### src/rtl/fpu_ss_pkg.sv
// fpu_ss_pkg: shared types and constants for the FPU subsystem issue control.
package fpu_ss_pkg;
  localparam int CNT_W = 4;
  typedef enum logic [1:0] {
    FWD_NONE = 2'd0,
    FWD_FPU  = 2'd1,
    FWD_LSU  = 2'd2
  } fwd_sel_e;
  function automatic logic [31:0] reg_onehot(input logic [4:0] r);
    return 32'(1) << r;
  endfunction
endpackage

### src/rtl/fpu_ss_id_table.sv
// fpu_ss_id_table: per-offload-ID committed/killed flags; a clear beats a same-cycle set.
module fpu_ss_id_table #(
  parameter int ID_WIDTH = 4
) (
  input  logic                clk,
  input  logic                rst,
  input  logic                set_valid,
  input  logic                set_kill,
  input  logic [ID_WIDTH-1:0] set_id,
  input  logic                clr_valid,
  input  logic [ID_WIDTH-1:0] clr_id,
  input  logic [ID_WIDTH-1:0] query_id,
  output logic                query_committed,
  output logic                query_killed
);
  localparam int N = 2 ** ID_WIDTH;
  logic [N-1:0] committed_q;
  logic [N-1:0] killed_q;
  // record commits/kills; retiring an entry wipes both flags so a bypassed commit is consumed
  always_ff @(posedge clk or posedge rst) begin
    if (rst) begin
      committed_q <= '0;
      killed_q    <= '0;
    end else begin
      if (set_valid && !set_kill) committed_q[set_id] <= 1'b1;
      if (set_valid && set_kill) killed_q[set_id] <= 1'b1;
      if (clr_valid) begin
        committed_q[clr_id] <= 1'b0;
        killed_q[clr_id]    <= 1'b0;
      end
    end
  end
  assign query_committed = committed_q[query_id];
  assign query_killed    = killed_q[query_id];
endmodule

### src/rtl/fpu_ss_issue_ctrl.sv
// fpu_ss_issue_ctrl: issue/dispatch control with scoreboard and credit counter; FPU_SS_FORWARDING_EN enables write-back forwarding.
module fpu_ss_issue_ctrl
  import fpu_ss_pkg::*;
#(
  parameter int ID_WIDTH     = 4,
  parameter int MAX_INFLIGHT = 4,
  parameter bit OUT_OF_ORDER = 1'b1
) (
  input  logic                  clk_i,
  input  logic                  rst_i,
  input  logic                  iss_valid_i,
  output logic                  iss_ready_o,
  input  logic [ID_WIDTH-1:0]   iss_id_i,
  input  logic [4:0]            iss_rd_i,
  input  logic                  iss_rd_fp_i,
  input  logic [2:0][4:0]       iss_rs_i,
  input  logic [2:0]            iss_rs_used_i,
  input  logic                  iss_is_mem_i,
  input  logic                  iss_is_load_i,
  input  logic                  commit_valid_i,
  input  logic                  commit_kill_i,
  input  logic [ID_WIDTH-1:0]   commit_id_i,
  output logic                  fpu_in_valid_o,
  input  logic                  fpu_in_ready_i,
  output logic                  mem_req_valid_o,
  input  logic                  mem_req_ready_i,
  input  logic                  fpu_wb_valid_i,
  output logic                  fpu_wb_ready_o,
  input  logic [4:0]            fpu_wb_rd_i,
  input  logic                  fpu_wb_fp_i,
  input  logic                  lsu_wb_valid_i,
  input  logic [4:0]            lsu_wb_rd_i,
  input  logic                  lsu_wb_we_i,
  output logic                  fpr_we_o,
  output logic [4:0]            fpr_waddr_o,
  output logic [2:0][1:0]       fwd_sel_o,
  output logic [CNT_W-1:0]      inflight_cnt_o,
  output logic                  busy_o
);
  logic [31:0]      pending_q;
  logic [CNT_W-1:0] cnt_q;
  logic             live;
  logic             lsu_acc;
  logic             fpu_acc;
  logic             wb_any;
  logic             lsu_fpr;
  logic             fpu_fpr;
  logic             tbl_committed;
  logic             head_killed;
  logic             commit_hit;
  logic             head_drop;
  logic             rs_hazard;
  logic             rd_hazard;
  logic             credit_ok;
  logic             order_ok;
  logic             eligible;
  logic             fpu_hs;
  logic             mem_hs;
  logic             dispatch;
  logic [31:0]      pend_set;
  logic [31:0]      pend_clr;

  // every combinational output is forced low while reset is asserted
  assign live           = ~rst_i;
  assign fpu_wb_ready_o = live & ~lsu_wb_valid_i;
  assign lsu_acc        = live & lsu_wb_valid_i;
  assign fpu_acc        = fpu_wb_valid_i & fpu_wb_ready_o;
  assign wb_any         = lsu_acc | fpu_acc;
  assign lsu_fpr        = lsu_acc & lsu_wb_we_i;
  assign fpu_fpr        = fpu_acc & fpu_wb_fp_i;
  assign fpr_we_o       = lsu_fpr | fpu_fpr;
  assign fpr_waddr_o    = lsu_fpr ? lsu_wb_rd_i : fpu_fpr ? fpu_wb_rd_i : 5'd0;

  fpu_ss_id_table #(.ID_WIDTH(ID_WIDTH)) u_id_table (
    .clk            (clk_i),
    .rst            (rst_i),
    .set_valid      (commit_valid_i),
    .set_kill       (commit_kill_i),
    .set_id         (commit_id_i),
    .clr_valid      (iss_ready_o),
    .clr_id         (iss_id_i),
    .query_id       (iss_id_i),
    .query_committed(tbl_committed),
    .query_killed   (head_killed)
  );

  // per-operand forwarding from the write-back currently hitting the register file
  always_comb begin
    for (int k = 0; k < 3; k++) begin
`ifdef FPU_SS_FORWARDING_EN
      fwd_sel_o[k] = !(live && iss_rs_used_i[k]) ? FWD_NONE :
                     (lsu_fpr && lsu_wb_rd_i == iss_rs_i[k]) ? FWD_LSU :
                     (fpu_fpr && fpu_wb_rd_i == iss_rs_i[k]) ? FWD_FPU : FWD_NONE;
`else
      fwd_sel_o[k] = FWD_NONE;
`endif
    end
  end

  // a pending source only blocks when it is not being forwarded this cycle
  always_comb begin
    rs_hazard = 1'b0;
    for (int k = 0; k < 3; k++)
      rs_hazard = rs_hazard | (iss_rs_used_i[k] & pending_q[iss_rs_i[k]] & (fwd_sel_o[k] == FWD_NONE));
  end

  assign rd_hazard       = iss_rd_fp_i & pending_q[iss_rd_i] & ~(fpr_we_o & (fpr_waddr_o == iss_rd_i));
  assign commit_hit      = commit_valid_i & ~commit_kill_i & (commit_id_i == iss_id_i);
  assign head_drop       = live & iss_valid_i & head_killed;
  assign credit_ok       = cnt_q < CNT_W'(MAX_INFLIGHT);
  assign order_ok        = OUT_OF_ORDER || (cnt_q == '0) || wb_any;
  assign eligible        = live & iss_valid_i & (tbl_committed | commit_hit) & ~head_killed &
                           ~rs_hazard & ~rd_hazard & credit_ok & order_ok;
  assign fpu_in_valid_o  = eligible & ~iss_is_mem_i;
  assign mem_req_valid_o = eligible & iss_is_mem_i;
  assign fpu_hs          = fpu_in_valid_o & fpu_in_ready_i;
  assign mem_hs          = mem_req_valid_o & mem_req_ready_i;
  assign dispatch        = fpu_hs | mem_hs;
  assign iss_ready_o     = dispatch | head_drop;
  assign pend_set        = ((fpu_hs & iss_rd_fp_i) | (mem_hs & iss_is_load_i)) ? reg_onehot(iss_rd_i) : '0;
  assign pend_clr        = fpr_we_o ? reg_onehot(fpr_waddr_o) : '0;
  assign inflight_cnt_o  = cnt_q;
  assign busy_o          = |cnt_q;

  // scoreboard and in-flight credit; stale write-backs at zero never wrap the counter
  always_ff @(posedge clk_i or posedge rst_i) begin
    if (rst_i) begin
      pending_q <= '0;
      cnt_q     <= '0;
    end else begin
      pending_q <= (pending_q & ~pend_clr) | pend_set;
      cnt_q     <= (dispatch == wb_any) ? cnt_q :
                   dispatch ? cnt_q + CNT_W'(1) :
                   (cnt_q != '0) ? cnt_q - CNT_W'(1) : cnt_q;
    end
  end
endmodule

### config.mk
export PLATFORM = sky130hd
export DESIGN_NAME = fpu_ss_issue_ctrl
export DESIGN_NICKNAME = d
export VERILOG_FILES = /design/src/rtl/fpu_ss_pkg.sv /design/src/rtl/fpu_ss_id_table.sv /design/src/rtl/fpu_ss_issue_ctrl.sv
export SDC_FILE = /design/constraint.sdc
export NUM_CORES = 1
export LEC_CHECK = 0
export BUFFER_PORTS_ARGS = -buffer_cell sky130_fd_sc_hd__buf_4
export CELL_PAD_IN_SITES_DETAIL_PLACEMENT = 0
export CELL_PAD_IN_SITES_GLOBAL_PLACEMENT = 1
export CORE_MARGIN = 3
export CORE_UTILIZATION = 48
export CTS_CLUSTER_SIZE = 14
export DETAILED_ROUTE_END_ITERATION = 10
export PLACE_DENSITY_LB_ADDON = 0.1
export SLEW_MARGIN = 0
export SYNTH_ARGS = -nofsm -noshare
export SYNTH_HDL_FRONTEND = slang
export SYNTH_SLANG_ARGS = --single-unit
### constraint.sdc
create_clock -name clk_i -period 6.64 [get_ports clk_i]
set_input_delay 0.664 -clock clk_i [delete_from_list [all_inputs] [get_ports clk_i]]
set_output_delay 0.664 -clock clk_i [all_outputs]
set_load 0.005 [all_outputs]
==> reports/qor.txt <==
Status - complete, no violations
Power per cell area - 212 nW/um^2
RSZ-0062 raised after global routing - no
Design Area, Final - 5660 sq um
Setup crit end kind - output port
Largest net degree at the start of global routing - 70
Cell accounting for the most synthesized area - dfrtp_1
EDFF count, synth - 0
Final Net Count - 613
Top post-synthesis cells by count - o21ai_0, dfrtp_1, a21oi_1
CP max stage delay - 0.90 ns
Share of synthesized registers carrying an async set or reset - 100%
Post-route ant nets - 0
Worst-path fanout max - 33
Synth top area share - 34.4%
CTS Buf Count - 9
Area contributors post-synth - dfrtp_1, mux4_2, o21ai_0
Slowest stage cell, crit path - nor4bb_1
WS Path Type - in -> out
Peak VDD IR - 0.127 mV
Skew-Pair Late Insertion Delay - 0.35 ns
Leakage - 2.34 nW
Main synth FF type - dfrtp_1
Syn Area/Cell - 9.73 sq um
Final setup margin - 2.19 ns
Final hold viol count - 0
Die width - 108 um
Worst reg2reg path depth - 13
Clk slew on worst S/H paths - 0.08 ns
Core area - 9910 sq um
Max Cap Viol - 0
TNS Setup - 0 ns
Hold_sp - u_id_table.committed_q[7]$_DFF_PP0_
Maximum clock frequency - 0.225 GHz
Rows - 36
Diodes inserted - 0
Vias - 4614
Setup bufs post-CTS - 0
Post-CTS sizing - 0
R2R Setup Slk - 2.74 ns
Final setup fails - 0
Vias per cell - 6.66
Number of antenna violations at the first check in global routing - 0
Worst Path Required - 5.98 ns
Post-DP HPWL - 11200 um
Tmin final - 4.45 ns
Post-synthesis register bit count - 68
GPL Wtd Cong - 0.933
CTS tree - done
Post-synthesis cell area - 4950 sq um
Syn-to-layout area delta - 14.2%
Hold Slack - 0.536 ns
Die Y - 108 um
Port Buffer Count - 69
Crit start category - primary input
Hold Buf Count CTS - 0
Total track usage - 27.1%
DR iter-0 viols - 456
Final clock skew - 0.00866 ns
Global-route wire length before repair - 24400 um
Routed wire per std cell - 21.7 um
Slew Limit Fails - 0
DP Area - 5480 sq um
Worst r2r dst - inflight_cnt_o[3]$_DFFE_PP0P_
Final period util - 67.0%
Tightest Pin Transition - 1.07 ns
Yosys warns - 0
DIE AREA - 11600 sq um
Crit path top cell by count - buf_4
Cell family with most CP delay - compound AO/OA/AOI/OAI gates
Clk root buf - clkbuf_8
R2r startpoint - pending_q[13]$_DFF_PP0_
Drt pass-1 iters - 6
Max-slew headroom - 28.0%
I/O pins - 76
Post-synthesis sequential area ratio - 34.4%
Htree depth - 3
Arr. time, crit path - 3.79 ns
Buffers & Inverters on Critical Path - 3
Worst hold endpoint - u_id_table.committed_q[7]$_DFF_PP0_
Longest Clk Path Bufs - 2
Final Power - 1.20 mW
Share of layout cells above drive strength 1 - 24.5%
Worst-path cell chain - buf_4 -> nor4bb_1 -> a22o_1 -> xor2_1 -> o41a_1 -> a2111oi_2 -> a32o_1 -> buf_4 -> buf_4
Initial Utilization - 50.0%
Post-Syn Instances - 509
# DRC - 0
Worst hold path depth - 2
Worst min path class - reg -> reg
Vias in the first global route - 4519
Worst slack at placement - 1.98 ns
Total grt overflow - 0
Most numerous cell in the Yosys netlist - o21ai_0
Drt total wl - 15000 um
Distinct cells, synth - 61
Clock sinks - 68
==> logic make-up (layout without fill, tap and decap cells) <==
family	count (synthesis)	count (layout)	synth area share (%)
buf+inv	55	101	5.03
flops	68	68	34.4
compound gates	185	185	22.8
mux	57	57	21.5
simple gates	133	133	14.1
other cells	1	6	0.0757
xor+xnor	7	7	1.24
fa+ha+maj	3	3	0.909
==> worst min-delay path, cell delays in order (launching register included) <==
cell and delay [ns]:
dfrtp_1 0.35, a21oi_1 0.05, a21oi_1 0.10
==> power breakdown <==
group,switching [mW],internal (mW),total [mW]
sequential,0.0474,0.482,0.529
clock,0.166,0.146,0.313
combinational,0.189,0.166,0.355
total,0.403,0.794,1.20
==> layer usage <==
metal | global-route usage [%] | vias to the layer above | share of wire [%]
met1 | 42.1 | 2255 | 45
li1 | - | 2051 | -
met2 | 39.2 | 286 | 43
met5 | 0 | - | 0
met4 | 6.85 | 0 | 1.1
met3 | 5.16 | 22 | 11
==> layout by cell type (no fill, tap or decap), types with 5 or more instances in the layout <==
cell type,count
a31oi_1,20
clkbuf_8,10
nand3_1,7
mux4_2,32
nor3_1,10
nor3b_1,6
mux4_1,5
nand2b_1,9
mux2i_1,10
a21oi_1,44
mux2_2,10
nor2b_1,15
a22o_1,5
inv_1,12
nand2_1,27
nor2_1,31
o21ai_0,73
o22ai_1,6
dfrtp_1,68
a22oi_1,5
buf_4,72
nand4_1,5
conb_1,6
==> registers in the layout (all words and copies together), names as in the netlist <==
register and cells:
inflight_cnt_o 4, u_id_table.committed_q 16, u_id_table.killed_q 16, pending_q 32
==> worst max path at each step <==
stage                     cells past startpoint  slack, ns  start                             to
after global routing                         14       1.93  rst_i  inflight_cnt_o[3]$_DFFE_PP0P_
after floorplan                              13       1.96  rst_i  inflight_cnt_o[3]$_DFFE_PP0P_
after global placement                       14       2.16  rst_i  inflight_cnt_o[3]$_DFFE_PP0P_
final                                         9       2.19  rst_i                    iss_ready_o
after CTS                                     9       2.24  rst_i                    iss_ready_o
after detailed placement                     14       1.98  rst_i  inflight_cnt_o[3]$_DFFE_PP0P_
==> per-stage QoR <==
| stage | util [%] | std cells |
|---|---|---|
| final | 57.1 | 693 |
| after floorplan | - | 514 |
| after CTS | 57.1 | 693 |
| after global placement | 55.3 | 677 |
| after global routing | 57.1 | 693 |
| after detailed placement | 55.3 | 677 |
==> area by class of cell <==
cell class / count / area, sq um
Timing Repair Buffer: 72 / 541
Fill cell: 879 / 4250
Clock inverter: 5 / 36.3
Sequential cell: 68 / 1700
Multi-Input combinational cell: 391 / 3020
Clock buffer: 11 / 141
Tap cell: 133 / 166
Inverter: 13 / 48.8
No activity file was read; power rests on OpenSTA's default activity.
